File: config.mk
export PLATFORM = sky130hd
export DESIGN_NAME = rom_loader
export DESIGN_NICKNAME = d
export VERILOG_FILES = /design/src/rtl/rom_loader.sv
export SDC_FILE = /design/constraint.sdc
export NUM_CORES = 1
export LEC_CHECK = 0
export ABC_AREA = 0
export BUFFER_PORTS_ARGS = -buffer_cell sky130_fd_sc_hd__buf_2
export CORE_ASPECT_RATIO = 1.5
export CORE_UTILIZATION = 45
export DETAILED_ROUTE_END_ITERATION = 12
export HOLD_SLACK_MARGIN = 0.1
export SYNTH_ARGS = -nofsm -noshare
export SYNTH_HDL_FRONTEND = slang
export SYNTH_SLANG_ARGS = --single-unit
File: constraint.sdc
create_clock -name clk -period 2.6 [get_ports clk]
set_input_delay 0 -clock clk [delete_from_list [all_inputs] [get_ports clk]]
set_output_delay 0 -clock clk [all_outputs]
set_load 0.01 [all_outputs]
File: src/rtl/rom_loader.sv
// -----------------------------------------------------------------------------
// rom_loader
//   Boot-time program loader. Receives a program image over a UART line
//   (8N1, LSB first) and writes it word by word into instruction memory,
//   holding the CPU in reset until the whole image has arrived.
//
//   Byte stream: count_hi, count_lo, then count words, each sent as hi, lo.
//   Counts above 32768 are clamped to 32768 (the full 15-bit address space).
//
// Parameters
//   CLKS_PER_BIT  clock cycles per UART bit (4..65535)
//
// Ports
//   clk        in   system clock, rising edge
//   reset      in   synchronous active-high reset
//   rx         in   UART receive line (asynchronous, idle high)
//   wr_en      out  one-cycle write strobe to instruction memory
//   wr_addr    out  [14:0] word address of the write
//   wr_data    out  [15:0] instruction word {hi, lo}
//   cpu_reset  out  high until the load completes
//   loaded     out  high once the load is complete
//   frame_err  out  sticky, set on any UART framing error
// -----------------------------------------------------------------------------
module rom_loader #(
  parameter int CLKS_PER_BIT = 868
) (
  input  logic        clk,
  input  logic        reset,
  input  logic        rx,
  output logic        wr_en,
  output logic [14:0] wr_addr,
  output logic [15:0] wr_data,
  output logic        cpu_reset,
  output logic        loaded,
  output logic        frame_err
);

  localparam logic [15:0] HALF_M1 = 16'(CLKS_PER_BIT / 2 - 1);
  localparam logic [15:0] FULL_M1 = 16'(CLKS_PER_BIT - 1);
  localparam logic [15:0] MAX_WORDS = 16'd32768;

  // ---------------------------------------------------------------------------
  // Input synchronizer plus one extra flop for falling-edge detection
  // ---------------------------------------------------------------------------
  logic rx_meta_reg;
  logic rx_sync_reg;
  logic rx_prev_reg;

  always_ff @(posedge clk) begin
    if (reset) begin
      rx_meta_reg <= 1'b1;
      rx_sync_reg <= 1'b1;
      rx_prev_reg <= 1'b1;
    end else begin
      rx_meta_reg <= rx;
      rx_sync_reg <= rx_meta_reg;
      rx_prev_reg <= rx_sync_reg;
    end
  end

  // ---------------------------------------------------------------------------
  // UART receiver
  // ---------------------------------------------------------------------------
  typedef enum logic [1:0] {
    RX_IDLE,
    RX_START,
    RX_DATA,
    RX_STOP
  } rx_state_t;

  rx_state_t   rx_state_reg, rx_state_next;
  logic [15:0] cnt_reg, cnt_next;
  logic [2:0]  bit_idx_reg, bit_idx_next;
  logic [7:0]  shift_reg, shift_next;
  logic [7:0]  rx_byte_reg, rx_byte_next;
  logic        rx_valid_reg, rx_valid_next;   // one-cycle good-byte strobe
  logic        rx_ferr_reg, rx_ferr_next;     // one-cycle framing-error strobe

  always_ff @(posedge clk) begin
    if (reset) begin
      rx_state_reg <= RX_IDLE;
      cnt_reg      <= '0;
      bit_idx_reg  <= '0;
      shift_reg    <= '0;
      rx_byte_reg  <= '0;
      rx_valid_reg <= 1'b0;
      rx_ferr_reg  <= 1'b0;
    end else begin
      rx_state_reg <= rx_state_next;
      cnt_reg      <= cnt_next;
      bit_idx_reg  <= bit_idx_next;
      shift_reg    <= shift_next;
      rx_byte_reg  <= rx_byte_next;
      rx_valid_reg <= rx_valid_next;
      rx_ferr_reg  <= rx_ferr_next;
    end
  end

  always_comb begin
    rx_state_next = rx_state_reg;
    cnt_next      = cnt_reg;
    bit_idx_next  = bit_idx_reg;
    shift_next    = shift_reg;
    rx_byte_next  = rx_byte_reg;
    rx_valid_next = 1'b0;
    rx_ferr_next  = 1'b0;

    unique case (rx_state_reg)
      RX_IDLE: begin
        if (rx_prev_reg && !rx_sync_reg) begin
          rx_state_next = RX_START;
          cnt_next      = '0;
        end
      end

      // Re-check the start bit at its midpoint; a high level means the
      // falling edge was a glitch and the frame is dropped silently.
      RX_START: begin
        if (cnt_reg == HALF_M1) begin
          cnt_next     = '0;
          bit_idx_next = '0;
          if (rx_sync_reg) begin
            rx_state_next = RX_IDLE;
          end else begin
            rx_state_next = RX_DATA;
          end
        end else begin
          cnt_next = cnt_reg + 16'd1;
        end
      end

      RX_DATA: begin
        if (cnt_reg == FULL_M1) begin
          cnt_next   = '0;
          shift_next = {rx_sync_reg, shift_reg[7:1]};
          if (bit_idx_reg == 3'd7) begin
            rx_state_next = RX_STOP;
          end else begin
            bit_idx_next = bit_idx_reg + 3'd1;
          end
        end else begin
          cnt_next = cnt_reg + 16'd1;
        end
      end

      RX_STOP: begin
        if (cnt_reg == FULL_M1) begin
          cnt_next      = '0;
          rx_state_next = RX_IDLE;
          if (rx_sync_reg) begin
            rx_valid_next = 1'b1;
            rx_byte_next  = shift_reg;
          end else begin
            rx_ferr_next = 1'b1;
          end
        end else begin
          cnt_next = cnt_reg + 16'd1;
        end
      end

      default: rx_state_next = RX_IDLE;
    endcase
  end

  // ---------------------------------------------------------------------------
  // Protocol FSM
  // ---------------------------------------------------------------------------
  typedef enum logic [2:0] {
    WAIT_CNT_HI,
    WAIT_CNT_LO,
    WAIT_DAT_HI,
    WAIT_DAT_LO,
    DONE
  } state_t;

  state_t      state_reg, state_next;
  logic [7:0]  hi_reg, hi_next;
  logic [15:0] remaining_reg, remaining_next;
  logic [14:0] addr_reg, addr_next;
  logic        wr_en_reg, wr_en_next;
  logic [14:0] wr_addr_reg, wr_addr_next;
  logic [15:0] wr_data_reg, wr_data_next;
  logic        frame_err_reg, frame_err_next;
  logic [15:0] word_count;

  assign word_count = {hi_reg, rx_byte_reg};

  always_ff @(posedge clk) begin
    if (reset) begin
      state_reg     <= WAIT_CNT_HI;
      hi_reg        <= '0;
      remaining_reg <= '0;
      addr_reg      <= '0;
      wr_en_reg     <= 1'b0;
      wr_addr_reg   <= '0;
      wr_data_reg   <= '0;
      frame_err_reg <= 1'b0;
    end else begin
      state_reg     <= state_next;
      hi_reg        <= hi_next;
      remaining_reg <= remaining_next;
      addr_reg      <= addr_next;
      wr_en_reg     <= wr_en_next;
      wr_addr_reg   <= wr_addr_next;
      wr_data_reg   <= wr_data_next;
      frame_err_reg <= frame_err_next;
    end
  end

  always_comb begin
    state_next     = state_reg;
    hi_next        = hi_reg;
    remaining_next = remaining_reg;
    addr_next      = addr_reg;
    wr_en_next     = 1'b0;
    wr_addr_next   = wr_addr_reg;
    wr_data_next   = wr_data_reg;
    frame_err_next = frame_err_reg;

    if (rx_ferr_reg) begin
      // A corrupted byte desynchronises the stream, so the load starts over
      // from the count header. Once loaded, only the flag is updated.
      frame_err_next = 1'b1;
      if (state_reg != DONE) begin
        state_next = WAIT_CNT_HI;
        addr_next  = '0;
      end
    end else if (rx_valid_reg) begin
      unique case (state_reg)
        WAIT_CNT_HI: begin
          hi_next    = rx_byte_reg;
          state_next = WAIT_CNT_LO;
        end

        WAIT_CNT_LO: begin
          addr_next = '0;
          if (word_count == 16'd0) begin
            state_next = DONE;
          end else begin
            remaining_next = (word_count > MAX_WORDS) ? MAX_WORDS : word_count;
            state_next     = WAIT_DAT_HI;
          end
        end

        WAIT_DAT_HI: begin
          hi_next    = rx_byte_reg;
          state_next = WAIT_DAT_LO;
        end

        WAIT_DAT_LO: begin
          wr_en_next     = 1'b1;
          wr_addr_next   = addr_reg;
          wr_data_next   = {hi_reg, rx_byte_reg};
          addr_next      = addr_reg + 15'd1;
          remaining_next = remaining_reg - 16'd1;
          if (remaining_reg == 16'd1) begin
            state_next = DONE;
          end else begin
            state_next = WAIT_DAT_HI;
          end
        end

        DONE: state_next = DONE;

        default: state_next = WAIT_CNT_HI;
      endcase
    end
  end

  assign wr_en     = wr_en_reg;
  assign wr_addr   = wr_addr_reg;
  assign wr_data   = wr_data_reg;
  assign loaded    = (state_reg == DONE);
  assign cpu_reset = (state_reg != DONE);
  assign frame_err = frame_err_reg;

endmodule

==> results.sh <==
export IMPL_outcome="finished clean"
export IMPL_final_min_period_over_clock_period_pct=94.8
export IMPL_tot_gr_track_use_pct=24.1
export IMPL_ir_drop_v=0.000508
export IMPL_timing_worst_setup_path_type="register to register"
export IMPL_cellLeakagePower_uw=0.00239
export IMPL_synth_area_leaders="dfxtp_1, nand2_1, a21oi_1"
export IMPL_drt_total_wl_um=13900
export IMPL_drtIter0Drc=316
export IMPL_cp_data_required_time_ns=2.88
export IMPL_period_minus_slack_ns=2.46
export IMPL_postSynth_asyncResetShare_pct=0
export IMPL_timing_critical_path_arrival_ns=2.74
export IMPL_total_negative_slack_ns=0
export IMPL_synth_lib_cells_used_distinct=59
export IMPL_worstHoldPathType="primary input to register"
export IMPL_syn_num_nets=665
export IMPL_cts_tree="yes"
export IMPL_numCtsBuffers=17
export IMPL_start_util_pct=46.3
export IMPL_timing_final_max_slew_violations=0
export IMPL_intPower_uw=3580
export IMPL_total_power_uw=4540
export IMPL_cts_root_buffer="clkbuf_16"
export IMPL_clk_pin_slew_worst_paths_ns=0.06
export IMPL_synth_top_area_share_pct=43.9
export IMPL_num_fill_cells=1092
export IMPL_final_layout_size_suffix_gt1_share_pct=15.5
export IMPL_tightest_slew_ns=0.918
export IMPL_startpoint_class="register"
export IMPL_die_area_mm2=0.0123
export IMPL_critPathMostFrequentCell="or4_4"
export IMPL_die_width_um=90.9
export IMPL_edff_count_synth=0
export IMPL_grt_overflow_total=0
export IMPL_share_clk_of_total_power_pct=57.6
export IMPL_num_nets_final=702
export IMPL_final_setup_violating_endpoints=0
export IMPL_routed_via_density=5.62
export IMPL_hpwl_um=9810
export IMPL_floorplan_rows=48
export IMPL_synth_seq_cells=117
export IMPL_detailedRoute_firstPassIterationCount=4
export IMPL_synth_most_common_cell="dfxtp_1"
export IMPL_wire_length_of_the_first_global_routing_pass_um=23300
export IMPL_pwr_density_cell_mw_per_mm2=709
export IMPL_routabilityCongestion=0.888
export IMPL_ios=38
export IMPL_diodes=0
export IMPL_final_antenna_net_count=0
export IMPL_synth_warning_count=0
export IMPL_synth_seq_area_share_pct=43.9
export IMPL_critical_path_max_stage_delay_ns=0.58
export IMPL_rsz_0062_raised_after_global_routing="no"
export IMPL_cts_setup_buffers=0
export IMPL_fp_coreArea_mm2=0.0115
export IMPL_worst_setup_path_end_kind="register"
export IMPL_cts_root_to_sink_buffers=2
export IMPL_insertion_delay_of_the_later_clocked_pin_in_the_worst_skew_pair_ns=0.42
export IMPL_largest_net_degree_at_the_start_of_global_routing=63
export IMPL_via_count_of_the_first_global_routing_pass=4774
export IMPL_synth_area_leader_cell="dfxtp_1"
export IMPL_syn_area_mm2=0.00534
export IMPL_skew_ns=0.00679
export IMPL_synth_top_flop_cell="dfxtp_1"
export IMPL_vias_after_detailed_routing=4805
export IMPL_drc=0
export IMPL_maxCapViolCount=0
export IMPL_placement_io_buffers=37
export IMPL_total_switching_power_uw=957
export IMPL_max_slew_margin_pct=38.8
export IMPL_share_comb_of_total_power_pct=2.4
export IMPL_grt_antenna_before_repair=0
export IMPL_finalHoldViolations=0
export IMPL_numClockSinks=117
export IMPL_cp_slowest_cell="or3_1"
export IMPL_fp_dieH_um=135
export IMPL_avgSynthCellArea_um2=8.15
export IMPL_number_of_h_tree_levels=4
export IMPL_crit_path_cell_trace="or4_4, or4_4, or3_1, mux2i_1, nor2_1"
export IMPL_synth_cells_most_frequent="dfxtp_1, nand2_1, a21oi_1"
export IMPL_share_seq_of_total_power_pct=40.0
export IMPL_routed_wire_length_per_instance_um=16.2
export IMPL_synthesis_instances=655
export IMPL_critPathMaxFanout=9
export IMPL_fmax_mhz=406
export IMPL_power_switching_share_pct=21.1
export IMPL_area_growth_from_synthesis_to_layout_pct=19.8
## critical path: cells and delay by family, from the launching register on
kind	cells	cell delay, ns
multiplexers	1	0.24
flip-flops	1	0.33
AND/OR/NAND/NOR	4	1.75
## layer usage
metal  global-route usage, %  vias to the layer above  wire length [um]
met2                    44.4                      102              7510
met5                       0                        -                 0
met4                    13.5                        0               548
met3                    5.56                       34               426
met1                    24.9                     2277              5390
li1                        -                     2392                 -
## power by group through the flow
| stage | registers [uW] | logic, uW | clock network, uW |
|---|---|---|---|
| after detailed placement | 1850 | 110 | 0 |
| final | 1810 | 110 | 2610 |
| after global placement | 1850 | 106 | 0 |
| after floorplan | 1850 | 85.4 | 0 |
| after global routing | 1820 | 120 | 2730 |
| after CTS | 1810 | 110 | 2650 |
## what timing repair did
item,CTS,global route
hold endpoints to repair,1,0
gates resized for setup,0,0
setup endpoints to repair,0,0
hold buffers,1,0
## worst paths after layout
path	from	depth (start not counted)	slack, ns	to
setup reg to reg	cnt_reg[15]	5	0.14	rx_byte_reg[1]
hold reg to reg	rx_meta_reg	1	0.42	rx_sync_reg
hold / removal	reset	3	0.13	cnt_reg[0]
setup / recovery	cnt_reg[15]	5	0.14	rx_byte_reg[1]
## final cells by class
class	count	area, um2	area share (%)
clock buffer	18	439	6.87
clock inverter	14	223	3.48
tap	150	188	2.94
timing repair buffer	62	375	5.87
multi-input combinational	480	2770	43.4
inverter	14	52.6	0.822
sequential	117	2340	36.6
## placed cells by master (no fill, tap or decap), types with 7 or more instances in the layout
cell	count
nor3b_1	7
nor2b_1	7
inv_1	14
a31oi_1	12
a211oi_1	7
o21ai_0	21
nand4_1	7
dfxtp_1	117
buf_4	24
nor2_1	62
nand3_1	24
ha_1	7
xnor2_1	12
or3_1	11
a21oi_1	70
mux2i_1	18
buf_2	37
nand2b_1	9
nor3_1	18
nor4_1	16
nand2_1	96
clkbuf_16	17
## logic make-up after synthesis
| kind of cell | after synthesis | share of synthesized area [%] |
|---|---|---|
| AOI/OAI and AO/OA | 144 | 16.3 |
| xor gates and xnor gates | 16 | 2.63 |
| adders and majority gates | 7 | 1.64 |
| buffers and inverters | 58 | 4.38 |
| DFF | 117 | 43.9 |
| muxes | 19 | 3.59 |
| and+or+nand+nor | 294 | 27.6 |
## through the flow
step / utilization [%] / instance area [um2] / worst slack (ns) / cells / hold slack [ns]
after floorplan: - / 5340 / 0.267 / 655 / 0.104
after global placement: 49.6 / 5720 / 0.178 / 822 / 0.188
after global routing: 55.4 / 6390 / 0.0492 / 855 / 0.149
after CTS: 55.4 / 6390 / 0.126 / 855 / 0.127
after detailed placement: 49.6 / 5720 / 0.153 / 822 / 0.194
final: 55.4 / 6390 / 0.136 / 855 / 0.129
Power figures use the tool's default switching activity.
